$ cat src/rtl/sta_job_ctrl_if.sv
// sta_job_ctrl_if: bundles the host job stream, the STA core port and the
// host result stream of the job controller. The controller uses the slave
// modport; the environment (host logic plus core) uses the master modport.
interface sta_job_ctrl_if;
   logic       h_valid;
   logic       h_ready;
   logic [3:0] h_delay;
   logic [3:0] h_source;
   logic [3:0] h_destination;

   logic       c_in_valid;
   logic [3:0] c_delay;
   logic [3:0] c_source;
   logic [3:0] c_destination;
   logic       c_out_valid;
   logic [7:0] c_worst_delay;
   logic [3:0] c_path;

   logic       r_valid;
   logic       r_ready;
   logic [7:0] r_worst_delay;
   logic [3:0] r_path;
   logic       r_last;
   logic       r_err;
   logic       busy;

   modport slave (
      input  h_valid, h_delay, h_source, h_destination,
      input  c_out_valid, c_worst_delay, c_path,
      input  r_ready,
      output h_ready,
      output c_in_valid, c_delay, c_source, c_destination,
      output r_valid, r_worst_delay, r_path, r_last, r_err, busy
   );

   modport master (
      output h_valid, h_delay, h_source, h_destination,
      output c_out_valid, c_worst_delay, c_path,
      output r_ready,
      input  h_ready,
      input  c_in_valid, c_delay, c_source, c_destination,
      input  r_valid, r_worst_delay, r_path, r_last, r_err, busy
   );
endinterface

$ cat src/rtl/sta_job_ctrl.sv
// sta_job_ctrl: buffers one graph job from the host, replays it to the STA
// core as a single gap-free burst, captures the core's result burst and
// drains it back to the host. Optional WAIT timeout: define STA_TIMEOUT_EN.
module sta_job_ctrl #(
   parameter int JOB_LEN   = 32,
   parameter int DELAY_LEN = 16,
   parameter int MAX_PATH  = 16,
   parameter int TIMEOUT   = 1023
) (
   input logic clk,
   input logic rst_n,
   sta_job_ctrl_if.slave bus
);
   localparam int AW  = $clog2(JOB_LEN);
   localparam int CW  = AW + 1;
   localparam int DAW = $clog2(DELAY_LEN);
   localparam int PAW = $clog2(MAX_PATH);
   localparam int PW  = PAW + 1;
   localparam logic [CW-1:0] JOB_LEN_C   = CW'(JOB_LEN);
   localparam logic [CW-1:0] DELAY_CNT_C = CW'(DELAY_LEN);
   localparam logic [AW-1:0] DELAY_IDX_C = AW'(DELAY_LEN);
   localparam logic [PW-1:0] MAX_PATH_C  = PW'(MAX_PATH);

   typedef enum logic [2:0] {IDLE, ISSUE, WAIT, COLLECT, DRAIN} state_t;

   state_t          state_q;
   logic [CW-1:0]   wcnt_q, rcnt_q;
   logic [PW-1:0]   pcnt_q, plen_q, dcnt_q;
   logic [3:0]      dlyMem  [DELAY_LEN];
   logic [3:0]      srcMem  [JOB_LEN];
   logic [3:0]      dstMem  [JOB_LEN];
   logic [3:0]      pathMem [MAX_PATH];

   logic            cInValid_q;
   logic [3:0]      cDelay_q, cSource_q, cDest_q;
   logic            rValid_q, rLast_q;
   logic [7:0]      rWorst_q;
   logic [3:0]      rPath_q;

   logic            hReady, hAccept;
   logic [AW-1:0]   issueIdx;
   logic [3:0]      issueDelay;
   logic            pathWe;
   logic [PAW-1:0]  pathIdx;
   logic [PW-1:0]   dcnt_d;

`ifdef STA_TIMEOUT_EN
   localparam logic [9:0] TIMEOUT_LAST_C = 10'(TIMEOUT - 1);
   logic [9:0]      tcnt_q;
   logic            rErr_q;
   assign bus.r_err = rErr_q;
`else
   assign bus.r_err = 1'b0;
`endif

   assign hReady  = rst_n && (wcnt_q < JOB_LEN_C) && (state_q != ISSUE);
   assign hAccept = bus.h_valid && hReady;
   assign dcnt_d  = dcnt_q + 1'b1;

   assign bus.h_ready       = hReady;
   assign bus.c_in_valid    = cInValid_q;
   assign bus.c_delay       = cDelay_q;
   assign bus.c_source      = cSource_q;
   assign bus.c_destination = cDest_q;
   assign bus.r_valid       = rValid_q;
   assign bus.r_worst_delay = rWorst_q;
   assign bus.r_path        = rPath_q;
   assign bus.r_last        = rLast_q;
   assign bus.busy          = (state_q != IDLE);

   // Pick the buffered beat to launch next; beats past the delay region carry no delay
   always_comb begin
      issueIdx   = (state_q == ISSUE) ? rcnt_q[AW-1:0] : '0;
      issueDelay = '0;
      if (issueIdx < DELAY_IDX_C)
         issueDelay = dlyMem[issueIdx[DAW-1:0]];
   end

   // Decide whether this cycle's core result beat lands in the path buffer
   always_comb begin
      pathWe  = 1'b0;
      pathIdx = '0;
      if (bus.c_out_valid) begin
         if (state_q == WAIT) begin
            pathWe = 1'b1;
         end else if (state_q == COLLECT && pcnt_q < MAX_PATH_C) begin
            pathWe  = 1'b1;
            pathIdx = pcnt_q[PAW-1:0];
         end
      end
   end

   // Job and path storage; contents are don't-care until their counters cover them
   always_ff @(posedge clk) begin
      if (hAccept) begin
         srcMem[wcnt_q[AW-1:0]] <= bus.h_source;
         dstMem[wcnt_q[AW-1:0]] <= bus.h_destination;
         if (wcnt_q < DELAY_CNT_C)
            dlyMem[wcnt_q[DAW-1:0]] <= bus.h_delay;
      end
      if (pathWe)
         pathMem[pathIdx] <= bus.c_path;
   end

   // Main controller: fill counting, burst replay, result capture and drain
   always_ff @(posedge clk) begin
      if (!rst_n) begin
         state_q    <= IDLE;
         wcnt_q     <= '0;
         rcnt_q     <= '0;
         pcnt_q     <= '0;
         plen_q     <= '0;
         dcnt_q     <= '0;
         cInValid_q <= 1'b0;
         cDelay_q   <= '0;
         cSource_q  <= '0;
         cDest_q    <= '0;
         rValid_q   <= 1'b0;
         rLast_q    <= 1'b0;
         rWorst_q   <= '0;
         rPath_q    <= '0;
`ifdef STA_TIMEOUT_EN
         tcnt_q     <= '0;
         rErr_q     <= 1'b0;
`endif
      end else begin
         if (hAccept)
            wcnt_q <= wcnt_q + 1'b1;
         case (state_q)
            IDLE: begin
               if (wcnt_q == JOB_LEN_C) begin
                  state_q    <= ISSUE;
                  cInValid_q <= 1'b1;
                  cDelay_q   <= issueDelay;
                  cSource_q  <= srcMem[issueIdx];
                  cDest_q    <= dstMem[issueIdx];
                  rcnt_q     <= CW'(1);
`ifdef STA_TIMEOUT_EN
                  rErr_q     <= 1'b0;
`endif
               end
            end
            ISSUE: begin
               if (rcnt_q == JOB_LEN_C) begin
                  state_q    <= WAIT;
                  cInValid_q <= 1'b0;
                  cDelay_q   <= '0;
                  cSource_q  <= '0;
                  cDest_q    <= '0;
                  wcnt_q     <= '0;
                  rcnt_q     <= '0;
`ifdef STA_TIMEOUT_EN
                  tcnt_q     <= '0;
`endif
               end else begin
                  cDelay_q  <= issueDelay;
                  cSource_q <= srcMem[issueIdx];
                  cDest_q   <= dstMem[issueIdx];
                  rcnt_q    <= rcnt_q + 1'b1;
               end
            end
            WAIT: begin
               if (bus.c_out_valid) begin
                  rWorst_q <= bus.c_worst_delay;
                  pcnt_q   <= PW'(1);
                  state_q  <= COLLECT;
               end
`ifdef STA_TIMEOUT_EN
               else if (tcnt_q == TIMEOUT_LAST_C) begin
                  rErr_q   <= 1'b1;
                  plen_q   <= PW'(1);
                  dcnt_q   <= '0;
                  rWorst_q <= '0;
                  rPath_q  <= '0;
                  rLast_q  <= 1'b1;
                  rValid_q <= 1'b1;
                  state_q  <= DRAIN;
               end else begin
                  tcnt_q <= tcnt_q + 1'b1;
               end
`endif
            end
            COLLECT: begin
               if (bus.c_out_valid) begin
                  if (pcnt_q < MAX_PATH_C)
                     pcnt_q <= pcnt_q + 1'b1;
               end else begin
                  plen_q   <= pcnt_q;
                  dcnt_q   <= '0;
                  rValid_q <= 1'b1;
                  rPath_q  <= pathMem[0];
                  rLast_q  <= (pcnt_q == PW'(1));
                  state_q  <= DRAIN;
               end
            end
            DRAIN: begin
               if (bus.r_ready) begin
                  if (rLast_q) begin
                     rValid_q <= 1'b0;
                     rLast_q  <= 1'b0;
                     rPath_q  <= '0;
                     state_q  <= IDLE;
                  end else begin
                     dcnt_q  <= dcnt_d;
                     rPath_q <= pathMem[dcnt_d[PAW-1:0]];
                     rLast_q <= (dcnt_d == plen_q - 1'b1);
                  end
               end
            end
            default: state_q <= IDLE;
         endcase
      end
   end
endmodule

$ cat src/flat_wrapper.sv
// flat-port wrapper written by rule: the top's interface ports become plain ports
module sta_job_ctrl_flat 
#(
   parameter int JOB_LEN   = 32,
   parameter int DELAY_LEN = 16,
   parameter int MAX_PATH  = 16,
   parameter int TIMEOUT   = 1023
)
  (clk, rst_n, bus_h_valid, bus_h_delay, bus_h_source, bus_h_destination, bus_c_out_valid, bus_c_worst_delay, bus_c_path, bus_r_ready, bus_h_ready, bus_c_in_valid, bus_c_delay, bus_c_source, bus_c_destination, bus_r_valid, bus_r_worst_delay, bus_r_path, bus_r_last, bus_r_err, bus_busy);
  sta_job_ctrl_if bus_i ();
  input logic clk;
  input logic rst_n;
  input wire logic [$bits(bus_i.h_valid)-1:0] bus_h_valid;
  input wire logic [$bits(bus_i.h_delay)-1:0] bus_h_delay;
  input wire logic [$bits(bus_i.h_source)-1:0] bus_h_source;
  input wire logic [$bits(bus_i.h_destination)-1:0] bus_h_destination;
  input wire logic [$bits(bus_i.c_out_valid)-1:0] bus_c_out_valid;
  input wire logic [$bits(bus_i.c_worst_delay)-1:0] bus_c_worst_delay;
  input wire logic [$bits(bus_i.c_path)-1:0] bus_c_path;
  input wire logic [$bits(bus_i.r_ready)-1:0] bus_r_ready;
  output wire logic [$bits(bus_i.h_ready)-1:0] bus_h_ready;
  output wire logic [$bits(bus_i.c_in_valid)-1:0] bus_c_in_valid;
  output wire logic [$bits(bus_i.c_delay)-1:0] bus_c_delay;
  output wire logic [$bits(bus_i.c_source)-1:0] bus_c_source;
  output wire logic [$bits(bus_i.c_destination)-1:0] bus_c_destination;
  output wire logic [$bits(bus_i.r_valid)-1:0] bus_r_valid;
  output wire logic [$bits(bus_i.r_worst_delay)-1:0] bus_r_worst_delay;
  output wire logic [$bits(bus_i.r_path)-1:0] bus_r_path;
  output wire logic [$bits(bus_i.r_last)-1:0] bus_r_last;
  output wire logic [$bits(bus_i.r_err)-1:0] bus_r_err;
  output wire logic [$bits(bus_i.busy)-1:0] bus_busy;
  assign bus_i.h_valid = bus_h_valid;
  assign bus_i.h_delay = bus_h_delay;
  assign bus_i.h_source = bus_h_source;
  assign bus_i.h_destination = bus_h_destination;
  assign bus_i.c_out_valid = bus_c_out_valid;
  assign bus_i.c_worst_delay = bus_c_worst_delay;
  assign bus_i.c_path = bus_c_path;
  assign bus_i.r_ready = bus_r_ready;
  assign bus_h_ready = bus_i.h_ready;
  assign bus_c_in_valid = bus_i.c_in_valid;
  assign bus_c_delay = bus_i.c_delay;
  assign bus_c_source = bus_i.c_source;
  assign bus_c_destination = bus_i.c_destination;
  assign bus_r_valid = bus_i.r_valid;
  assign bus_r_worst_delay = bus_i.r_worst_delay;
  assign bus_r_path = bus_i.r_path;
  assign bus_r_last = bus_i.r_last;
  assign bus_r_err = bus_i.r_err;
  assign bus_busy = bus_i.busy;
  sta_job_ctrl #(.JOB_LEN(JOB_LEN), .DELAY_LEN(DELAY_LEN), .MAX_PATH(MAX_PATH), .TIMEOUT(TIMEOUT)) u_core (.clk(clk), .rst_n(rst_n), .bus(bus_i));
endmodule
$ cat config.mk
export PLATFORM = sky130hd
export DESIGN_NAME = sta_job_ctrl_flat
export DESIGN_NICKNAME = d
export VERILOG_FILES = /design/src/rtl/sta_job_ctrl_if.sv /design/src/rtl/sta_job_ctrl.sv /design/src/flat_wrapper.sv
export SDC_FILE = /design/constraint.sdc
export NUM_CORES = 1
export LEC_CHECK = 0
export CORE_AREA = 2 2 249 251
export DETAILED_ROUTE_END_ITERATION = 16
export DIE_AREA = 0 0 251 253
export GPL_TIMING_DRIVEN = 0
export PLACE_DENSITY_LB_ADDON = 0.12
export REMOVE_ABC_BUFFERS = 1
export SLEW_MARGIN = 20
export SYNTH_ARGS = -nofsm -noshare
export SYNTH_HDL_FRONTEND = slang
export SYNTH_SLANG_ARGS = --single-unit
export TNS_END_PERCENT = 30
$ cat constraint.sdc
create_clock -name clk -period 3 [get_ports clk]
set_input_delay 0.9 -clock clk [delete_from_list [all_inputs] [get_ports clk]]
set_output_delay 0.9 -clock clk [all_outputs]
set_load 0.01 [all_outputs]
==> impl_metrics.ini, run 1 <==
[cells_and_area]
final_common_cell = edfxtp_1
final_nets = 1389
regArea_um2 = 12700
num-fill-cells = 5864
drive_gt1_frac = 0.154
final_cell_mix = edfxtp_1, nor2_1, a21oi_1, nand2_1
synthToLayoutAreaGrowth_pct = 18.0
fin_util = 0.351
num_antenna_cells = 0
multiInputGateArea_um2 = 5300
final_area_um2 = 21400

[run_status]
status = completed

[clock_network]
cts.sinks = 441
cts_buffers = 49
postCtsHoldBufs = 0
cts_buffer_depth = 3
clk_pin_slew_ns = 0.06
clkLatencyLatePin_ns = 0.59
cts_max_level = 2
cts_tree = built
clockRootBuffer = clkbuf_16

[synthesis]
ys_async_sr_fraction = 0
synth.avg_cell_area_um2 = 13.7
synth_xor_area_frac = 0.00773
synth-edff-count = 384
yosys.area_share.simple = 0.0888
synth_area_um2 = 18100
syn-instance-count = 1319
synth-main-ff-cell = edfxtp_1
ys_seq_area_frac = 0.699
synth_top_area_share = 0.636
synthAdderAreaFrac = 0.00690
synth_area_leaders = edfxtp_1, dfxtp_1, nor2_1
synth_mux_area_frac = 0.0639
yosysWarnings = 0
ys_ff_latch = 441
synthDistinctLibCells = 63
synth_compound_area_frac = 0.107
synth_top_family_by_area = compound AO/OA/AOI/OAI gates
yosysTopAreaCell = edfxtp_1

[sta]
relSlewSlack = 0.384
timing.final.hold_violations = 0
drv_slew = 0
clock_skew_ns = 0.0222
rsz0062_at_grt = true
whs_ns = 0.452
post-route-min-period_ns = 3.00
post-route-period-util = 1.00
fmax_mhz = 333
finalSetupTns_ns = 0
worst_slew_pin_slew_ns = 0.925
finalSetupViolations = 0

[floorplanning]
core-area_um2 = 61000
dieArea_um2 = 63500
ioPinCount = 59
start_util = 0.297
placementRows = 91
die_x_um = 251
die_h_um = 253

[worst_setup_path]
reg2reg_from = u_core.state_q[1]$_SDFFE_PN0P_
reg2reg_slack_ns = 0.05
timing.rr.end = u_core.dstMem[19][3]$_DFFE_PP_
critical_path_class = input pin to flip-flop
slowest_delay_ns = 0.65
cp_max_fo = 14
ff2ff_path_depth = 4
worst_setup_path_start_kind = input pin
critPathCapture = u_core.dstMem[19][3]$_DFFE_PP_
critical-path-slowest-cell = nor2_2
cp.arrival_ns = 3.22
path_depth = 4
end_kind = flip-flop
required_ns = 3.22
cpLargestDelayFamily = simple AND/OR/NAND/NOR gates
crit_path_start = bus_h_valid
worst-path-buf-inv = 1
crit_chain = clkdlybuf4s50_1, nor4b_4, nand2_2, nor2_2

[grt]
grt_pass1_wl_um = 73300
grt_usage = 0.156
antenna_found_initial = 0
grt_max_degree = 57
grt_pass1_vias = 11100
overflow = 0

[routing]
avgRoutedWirePerCell_um = 23.4
num_vias = 11200
dr.pass1.iters = 5
drt-total-wl_um = 51000
viasPerCell = 5.12
drcViolationCount = 0
postRouteAntennaNets = 0
drt_first_iter_violations = 791

[power]
vdd_ir_drop_max_uv = 430
power_uw = 12500
power_leakage_uw = 0.00640
p_int_uw = 9910
pwr-share-comb = 0.017
switchingPower_uw = 2610
clkPwrFrac = 0.449
swShare = 0.209
p_seq_frac = 0.534
power_density_nw_per_um2 = 585

[place]
hpwl_um = 29600
gp_congestion = 0.709
port_buffers = 57
placed_cell_area_um2 = 19500

[min_path]
worstHoldPathType = flip-flop to flip-flop

[flow_run]
drv_cap = 0
## state kept, by name, summed over array words and instances (netlist names)
| signal | flops |
|---|---|
| u_core.bus.c_delay | 4 |
| u_core.bus.c_destination | 4 |
| u_core.bus.c_in_valid | 1 |
| u_core.bus.c_source | 4 |
| u_core.bus.r_last | 1 |
| u_core.bus.r_path | 4 |
| u_core.bus.r_valid | 1 |
| u_core.bus.r_worst_delay | 8 |
| u_core.dcnt_q | 5 |
| u_core.dlyMem | 64 |
| u_core.dstMem | 128 |
| u_core.pathMem | 64 |
| u_core.pcnt_q | 5 |
| u_core.plen_q | 5 |
| u_core.rcnt_q | 6 |
| u_core.srcMem | 128 |
| u_core.state_q | 3 |
| u_core.wcnt_q | 6 |
## routing by layer
| metal | GRT usage | vias to the layer above | share of wire |
|---|---|---|---|
| li1 | - | 5140 | - |
| met1 | 0.215 | 5723 | 0.46 |
| met2 | 0.255 | 236 | 0.48 |
| met3 | 0.0219 | 56 | 0.039 |
| met4 | 0.0459 | 0 | 0.019 |
| met5 | 0 | - | 0 |
## how the worst min path moves through the flow
stage / depth (start not counted) / slack [ns] / startpoint / to
3_3_place_gp: 2 / 0.44 / u_core.bus.r_worst_delay[1]$_SDFFE_PN0P_ / u_core.bus.r_worst_delay[1]$_SDFFE_PN0P_
4_1_cts: 2 / 0.45 / u_core.bus.r_worst_delay[1]$_SDFFE_PN0P_ / u_core.bus.r_worst_delay[1]$_SDFFE_PN0P_
3_5_place_dp: 2 / 0.45 / u_core.bus.r_worst_delay[1]$_SDFFE_PN0P_ / u_core.bus.r_worst_delay[1]$_SDFFE_PN0P_
6_report: 2 / 0.45 / u_core.bus.r_worst_delay[1]$_SDFFE_PN0P_ / u_core.bus.r_worst_delay[1]$_SDFFE_PN0P_
2_1_floorplan: 2 / 0.45 / u_core.plen_q[4]$_SDFFE_PN0P_ / u_core.plen_q[4]$_SDFFE_PN0P_
5_1_grt: 2 / 0.48 / u_core.bus.r_worst_delay[4]$_SDFFE_PN0P_ / u_core.bus.r_worst_delay[4]$_SDFFE_PN0P_
## cell families after synthesis
family,after synthesis
flops,441
simple gates,360
compound gates,295
buf+inv,109
mux,87
xor+xnor,16
fa+ha+maj,10
other cells,1
## power by group through the flow
stage / logic (uW) / clock network, uW / registers [uW]
2_1_floorplan: 46.4 / 0 / 6820
3_3_place_gp: 208 / 0 / 6820
3_5_place_dp: 208 / 0 / 6820
4_1_cts: 219 / 5780 / 6680
5_1_grt: 234 / 5960 / 6680
6_report: 213 / 5630 / 6680
## stage by stage
| stage | std cells | worst slack (ns) |
|---|---|---|
| 3_5_place_dp | 2079 | -3.25 |
| 5_1_grt | 2179 | -0.112 |
| 3_3_place_gp | 2067 | -8.18 |
| 6_report | 2179 | 0.000195 |
| 2_1_floorplan | 1220 | -3.31 |
| 4_1_cts | 2174 | -0.0361 |
## synthesized netlist by cell type, types with 8 or more instances
cell type,number
o22ai_1,28
ha_1,10
clkbuf_1,65
a31oi_1,8
a22oi_1,13
a21oi_1,108
buf_1,15
nor3_1,28
mux4_2,22
nand2_1,98
a221o_1,8
mux2_2,10
xor2_1,9
edfxtp_1,384
a211oi_1,34
o211ai_1,9
inv_1,8
o21ai_0,31
nand3_1,18
buf_2,9
dfxtp_1,57
a221oi_1,28
nor2_1,164
nor4_1,9
mux2i_1,55
## cell type report
| class | count | area share |
|---|---|---|
| Clock inverter | 25 | 0.00655 |
| Sequential cell | 441 | 0.593 |
| Inverter | 10 | 0.00257 |
| Clock buffer | 65 | 0.0621 |
| Multi-Input combinational cell | 771 | 0.248 |
| Timing Repair inverter | 1 | 0.000409 |
| Timing Repair Buffer | 76 | 0.0412 |
| Tap cell | 790 | 0.0462 |
## timing repair
| action | 4_1_cts | 5_1_grt |
|---|---|---|
| resized for setup | 65 | 11 |
| cloned | 2 | 4 |
| setup endpoints to repair | 345 | 137 |
| setup buffers | 3 | 1 |
## worst register-to-register path, cell delays in order, from the launching register on
cell     delay (ns)
dfxtp_2        0.65
nor3b_4        0.14
nor4b_4        0.56
nand2_2        0.57
nor2_2         0.66
Power figures use the tool's default switching activity.
==> inputs of run 2 (changes only) <==
--- a/config.mk
+++ b/config.mk
@@ -15,4 +15,3 @@
 export SYNTH_ARGS = -nofsm -noshare
 export SYNTH_HDL_FRONTEND = slang
 export SYNTH_SLANG_ARGS = --single-unit
-export TNS_END_PERCENT = 30
==> impl_metrics.ini, run 2 (synthesis results as in run 1) <==
[run_status]
status = completed

[min_path]
min_path_cells = 2
worstHoldPathType = flip-flop to flip-flop
worstHoldStart = u_core.bus.r_worst_delay[1]$_SDFFE_PN0P_
min_delay_worst_endpoint = u_core.bus.r_worst_delay[1]$_SDFFE_PN0P_

[grt]
overflow = 0
grt_pass1_vias = 11100
grt_usage = 0.157
grt_pass1_wl_um = 73600
antenna_found_initial = 0
grt_max_degree = 52

[clock_network]
postCtsHoldBufs = 0
clockRootBuffer = clkbuf_16
cts_buffers = 49
clkLatencyLatePin_ns = 0.59
cts_tree = built
clk_pin_slew_ns = 0.06
cts_buffer_depth = 3
cts_max_level = 2
cts.sinks = 441

[sta]
finalSetupTns_ns = 0
finalSetupViolations = 0
relSlewSlack = 0.349
worst_slack_ns = 0.00243
clock_skew_ns = 0.0255
rsz0062_at_grt = true
fmax_mhz = 334
worst_slew_pin_slew_ns = 0.976
post-route-period-util = 0.999
post-route-min-period_ns = 3.00
drv_slew = 0
timing.final.hold_violations = 0

[power]
vdd_ir_drop_max_uv = 429
power_density_nw_per_um2 = 583
switchingPower_uw = 2600
p_int_uw = 9910
power_leakage_uw = 0.00641
p_seq_frac = 0.534
clkPwrFrac = 0.449
swShare = 0.208
pwr-share-comb = 0.017

[worst_setup_path]
critical_path_class = input pin to flip-flop
reg2reg_from = u_core.rcnt_q[0]$_SDFFE_PN0P_
ff2ff_path_depth = 10
reg2reg_slack_ns = 0.09
required_ns = 3.22
worst_setup_path_start_kind = input pin
worst-path-buf-inv = 1
crit_chain = clkdlybuf4s50_1, nor4b_4, nand2_2, nor2_2
cp.arrival_ns = 3.22
critical-path-slowest-cell = nand2_2
timing.rr.end = u_core.bus.c_source[1]$_SDFFE_PN0P_
cpLargestDelayFamily = simple AND/OR/NAND/NOR gates
end_kind = flip-flop
cp_max_fo = 12
slowest_delay_ns = 0.60

[routing]
viasPerCell = 5.09
postRouteAntennaNets = 0
drt_first_iter_violations = 720
drcViolationCount = 0
avgRoutedWirePerCell_um = 23.1
drt-total-wl_um = 50300
num_vias = 11100
dr.pass1.iters = 5

[floorplanning]
core-area_um2 = 61000
start_util = 0.297
placementRows = 91
dieArea_um2 = 63500
ioPinCount = 59
die_h_um = 253
die_x_um = 251

[flow_run]
drv_cap = 0

[cells_and_area]
fin_cells = 2180
regArea_um2 = 12700
final_nets = 1390
drive_gt1_frac = 0.153
final_cell_mix = edfxtp_1, nor2_1, a21oi_1, nand2_1, mux2i_1
synthToLayoutAreaGrowth_pct = 18.4
multiInputGateArea_um2 = 5360
final_common_cell = edfxtp_1
num_antenna_cells = 0
num-fill-cells = 5865

[place]
pre_cts_slack_ns = -3.25
gp_congestion = 0.709
dp_cells = 2079
hpwl_um = 29600
port_buffers = 57
-- run 2: tightest hold or removal path, stage by stage (launching register included) --
cell and delay (ns):
dfxtp_1 0.30, nand2_1 0.05, a21oi_1 0.05
-- run 2: layer usage --
layer  share of wire  vias to the layer above  GRT usage  routed length, um
met2            0.48                      203      0.257              24200
met5               0                        -          0                  0
met3           0.036                       59     0.0219               1790
met1            0.46                     5681      0.217              23300
li1                -                     5144          -                  -
met4           0.019                        0     0.0456                961
-- run 2: stage by stage --
stage / hold WS (ns) / instance area (um2) / utilization / power, uW
after floorplan: 0.449 / 17700 / - / 6860
after global placement: 0.442 / 19200 / 0.315 / 7030
after detailed placement: 0.446 / 19500 / 0.320 / 7030
after CTS: 0.455 / 21300 / 0.349 / 12700
after global routing: 0.477 / 21500 / 0.352 / 12900
final: 0.453 / 21500 / 0.352 / 12500
-- run 2: how the worst max path moves through the flow --
stage / end / start / cells after the start / slack, ns
CTS: u_core.dstMem[19][3]$_DFFE_PP_ / bus_h_valid / 4 / 0.001
global placement: u_core.bus.c_destination[1]$_SDFFE_PN0P_ / u_core.rcnt_q[0]$_SDFFE_PN0P_ / 6 / -8.18
floorplan: u_core.bus.c_destination[2]$_SDFFE_PN0P_ / u_core.rcnt_q[0]$_SDFFE_PN0P_ / 6 / -3.31
finish: u_core.srcMem[1][3]$_DFFE_PP_ / bus_h_valid / 4 / 0.002
detailed placement: u_core.dstMem[23][3]$_DFFE_PP_ / rst_n / 5 / -3.25
global route: u_core.dstMem[19][2]$_DFFE_PP_ / bus_h_valid / 4 / -0.11
-- run 2: final cells by class --
cell class	instances	area share
well taps	790	0.0460
repair inverters	1	0.000408
repair buffers	78	0.0416
inverters	10	0.00256
flip-flops and latches	441	0.591
clock buffers	65	0.0619
clock inverters	25	0.00653
multi-input cells	770	0.250
-- run 2: what timing repair did --
action                     in CTS  in global routing
setup buffers                   5                  2
cloned                          3                  1
setup endpoints to repair     345                136
pin swaps                       0                  1
resized for setup              63                 28
-- run 2: power by group through the flow --
stage	combinational [uW]	clock [uW]	sequential, uW
3_5_place_dp	208	0	6820
5_1_grt	238	5960	6680
6_report	217	5610	6680
4_1_cts	219	5780	6680
2_1_floorplan	46.4	0	6820
3_3_place_gp	208	0	6820
==> inputs of run 3 (changes only) <==
--- a/config.mk
+++ b/config.mk
@@ -6,6 +6,7 @@
 export NUM_CORES = 1
 export LEC_CHECK = 0
 export CORE_AREA = 2 2 249 251
+export CTS_CLUSTER_SIZE = 25
 export DETAILED_ROUTE_END_ITERATION = 16
 export DIE_AREA = 0 0 251 253
 export GPL_TIMING_DRIVEN = 0
@@ -15,3 +16,4 @@
 export SYNTH_ARGS = -nofsm -noshare
 export SYNTH_HDL_FRONTEND = slang
 export SYNTH_SLANG_ARGS = --single-unit
+export TNS_END_PERCENT = 20
==> impl_metrics.ini, run 3 (synthesis results as in run 1) <==
[grt]
grt_pass1_vias = 11000
overflow = 0
antenna_found_initial = 0
grt_usage = 0.156
grt_max_degree = 57
grt_pass1_wl_um = 73300

[sta]
post-route-min-period_ns = 2.97
finalSetupTns_ns = 0
rsz0062_at_grt = true
clock_skew_ns = 0.0252
relSlewSlack = 0.390
finalSetupViolations = 0
post-route-period-util = 0.991
drv_slew = 0
worst_slew_pin_slew_ns = 0.916
worst_slack_ns = 0.0260
fmax_mhz = 336
timing.final.hold_violations = 0

[floorplanning]
placementRows = 91
die_h_um = 253
start_util = 0.297
dieArea_um2 = 63500
core-area_um2 = 61000
ioPinCount = 59
die_x_um = 251

[place]
pre_cts_slack_ns = -3.25
port_buffers = 57
gp_congestion = 0.709
hpwl_um = 29600
placed_cell_area_um2 = 19500

[cells_and_area]
final_area_um2 = 21400
final_cell_mix = edfxtp_1, nor2_1, a21oi_1, nand2_1
num_antenna_cells = 0
final_common_cell = edfxtp_1
final_nets = 1389
synthToLayoutAreaGrowth_pct = 18.0
num-fill-cells = 5863
fin_util = 0.351
drive_gt1_frac = 0.153

[clock_network]
cts_tree = built
clockRootBuffer = clkbuf_16
clk_pin_slew_ns = 0.06
cts_buffers = 49
clkLatencyLatePin_ns = 0.59
cts_max_level = 2
cts_buffer_depth = 3
cts.sinks = 441

[worst_setup_path]
critical_path_class = input pin to flip-flop
cp.arrival_ns = 3.19
worst_setup_path_start_kind = input pin
cp_max_fo = 14
required_ns = 3.21
end_kind = flip-flop

[run_status]
status = completed

[power]
power_uw = 12500
vdd_ir_drop_max_uv = 429
power_leakage_uw = 0.00640
power_density_nw_per_um2 = 585

[routing]
postRouteAntennaNets = 0
drt_first_iter_violations = 813
dr.pass1.iters = 5
drt-total-wl_um = 50900
avgRoutedWirePerCell_um = 23.4
viasPerCell = 5.11
drcViolationCount = 0
num_vias = 11100

[flow_run]
drv_cap = 0

[min_path]
worstHoldPathType = flip-flop to flip-flop
-- run 3: layout make-up --
type / count / area (um2) / share of cell area
clock buffer: 66 / 1330 / 0.0623
inverter: 10 / 55.1 / 0.00257
sequential: 441 / 12700 / 0.593
multi-input combinational: 771 / 5300 / 0.248
timing repair buffer: 76 / 881 / 0.0412
clock inverter: 24 / 135 / 0.00632
timing repair inverter: 1 / 8.76 / 0.000409
tap: 790 / 988 / 0.0462
-- run 3: worst paths after layout --
kind	startpoint	endpoint	slack [ns]	depth (start not counted)
worst max-delay path	bus_h_valid	u_core.dstMem[19][3]$_DFFE_PP_	0.03	4
worst min-delay path	u_core.bus.r_worst_delay[1]$_SDFFE_PN0P_	u_core.bus.r_worst_delay[1]$_SDFFE_PN0P_	0.45	2
worst min register to register	u_core.bus.r_worst_delay[1]$_SDFFE_PN0P_	u_core.bus.r_worst_delay[1]$_SDFFE_PN0P_	0.45	2
worst max register to register	u_core.state_q[1]$_SDFFE_PN0P_	u_core.dstMem[19][3]$_DFFE_PP_	0.07	4
-- run 3: through the flow --
step | std cells | hold WS, ns
6_report | 2179 | 0.452
5_1_grt | 2179 | 0.477
4_1_cts | 2174 | 0.455
3_5_place_dp | 2079 | 0.446
3_3_place_gp | 2067 | 0.442
2_1_floorplan | 1220 | 0.449
-- run 3: critical path, stage by stage --
cell and delay (ns):
clkdlybuf4s50_1 0.54, nor4b_4 0.55, nand2_2 0.55, nor2_2 0.64
-- run 3: metal layers --
layer / GRT usage / routed length, um / vias to the layer above
li1: - / - / 5145
met1: 0.215 / 23400 / 5722
met2: 0.255 / 24500 / 212
met3: 0.0218 / 1960 / 58
met4: 0.0457 / 955 / 0
met5: 0 / 0 / -
-- run 3: timing repair --
action / 4_1_cts / 5_1_grt
hold buffers: 0 / 0
setup buffers: 3 / 1
pin swaps: 0 / 0
endpoints found under the setup margin: 345 / 138
gates cloned: 2 / 4
gates resized for setup: 65 / 11
-- run 3: where the power goes --
group	internal, uW	total (uW)	switching, uW
Clock	3190	5620	2430
Combinational	51.7	213	162
Sequential	6680	6680	8.79
Total	9920	12500	2600
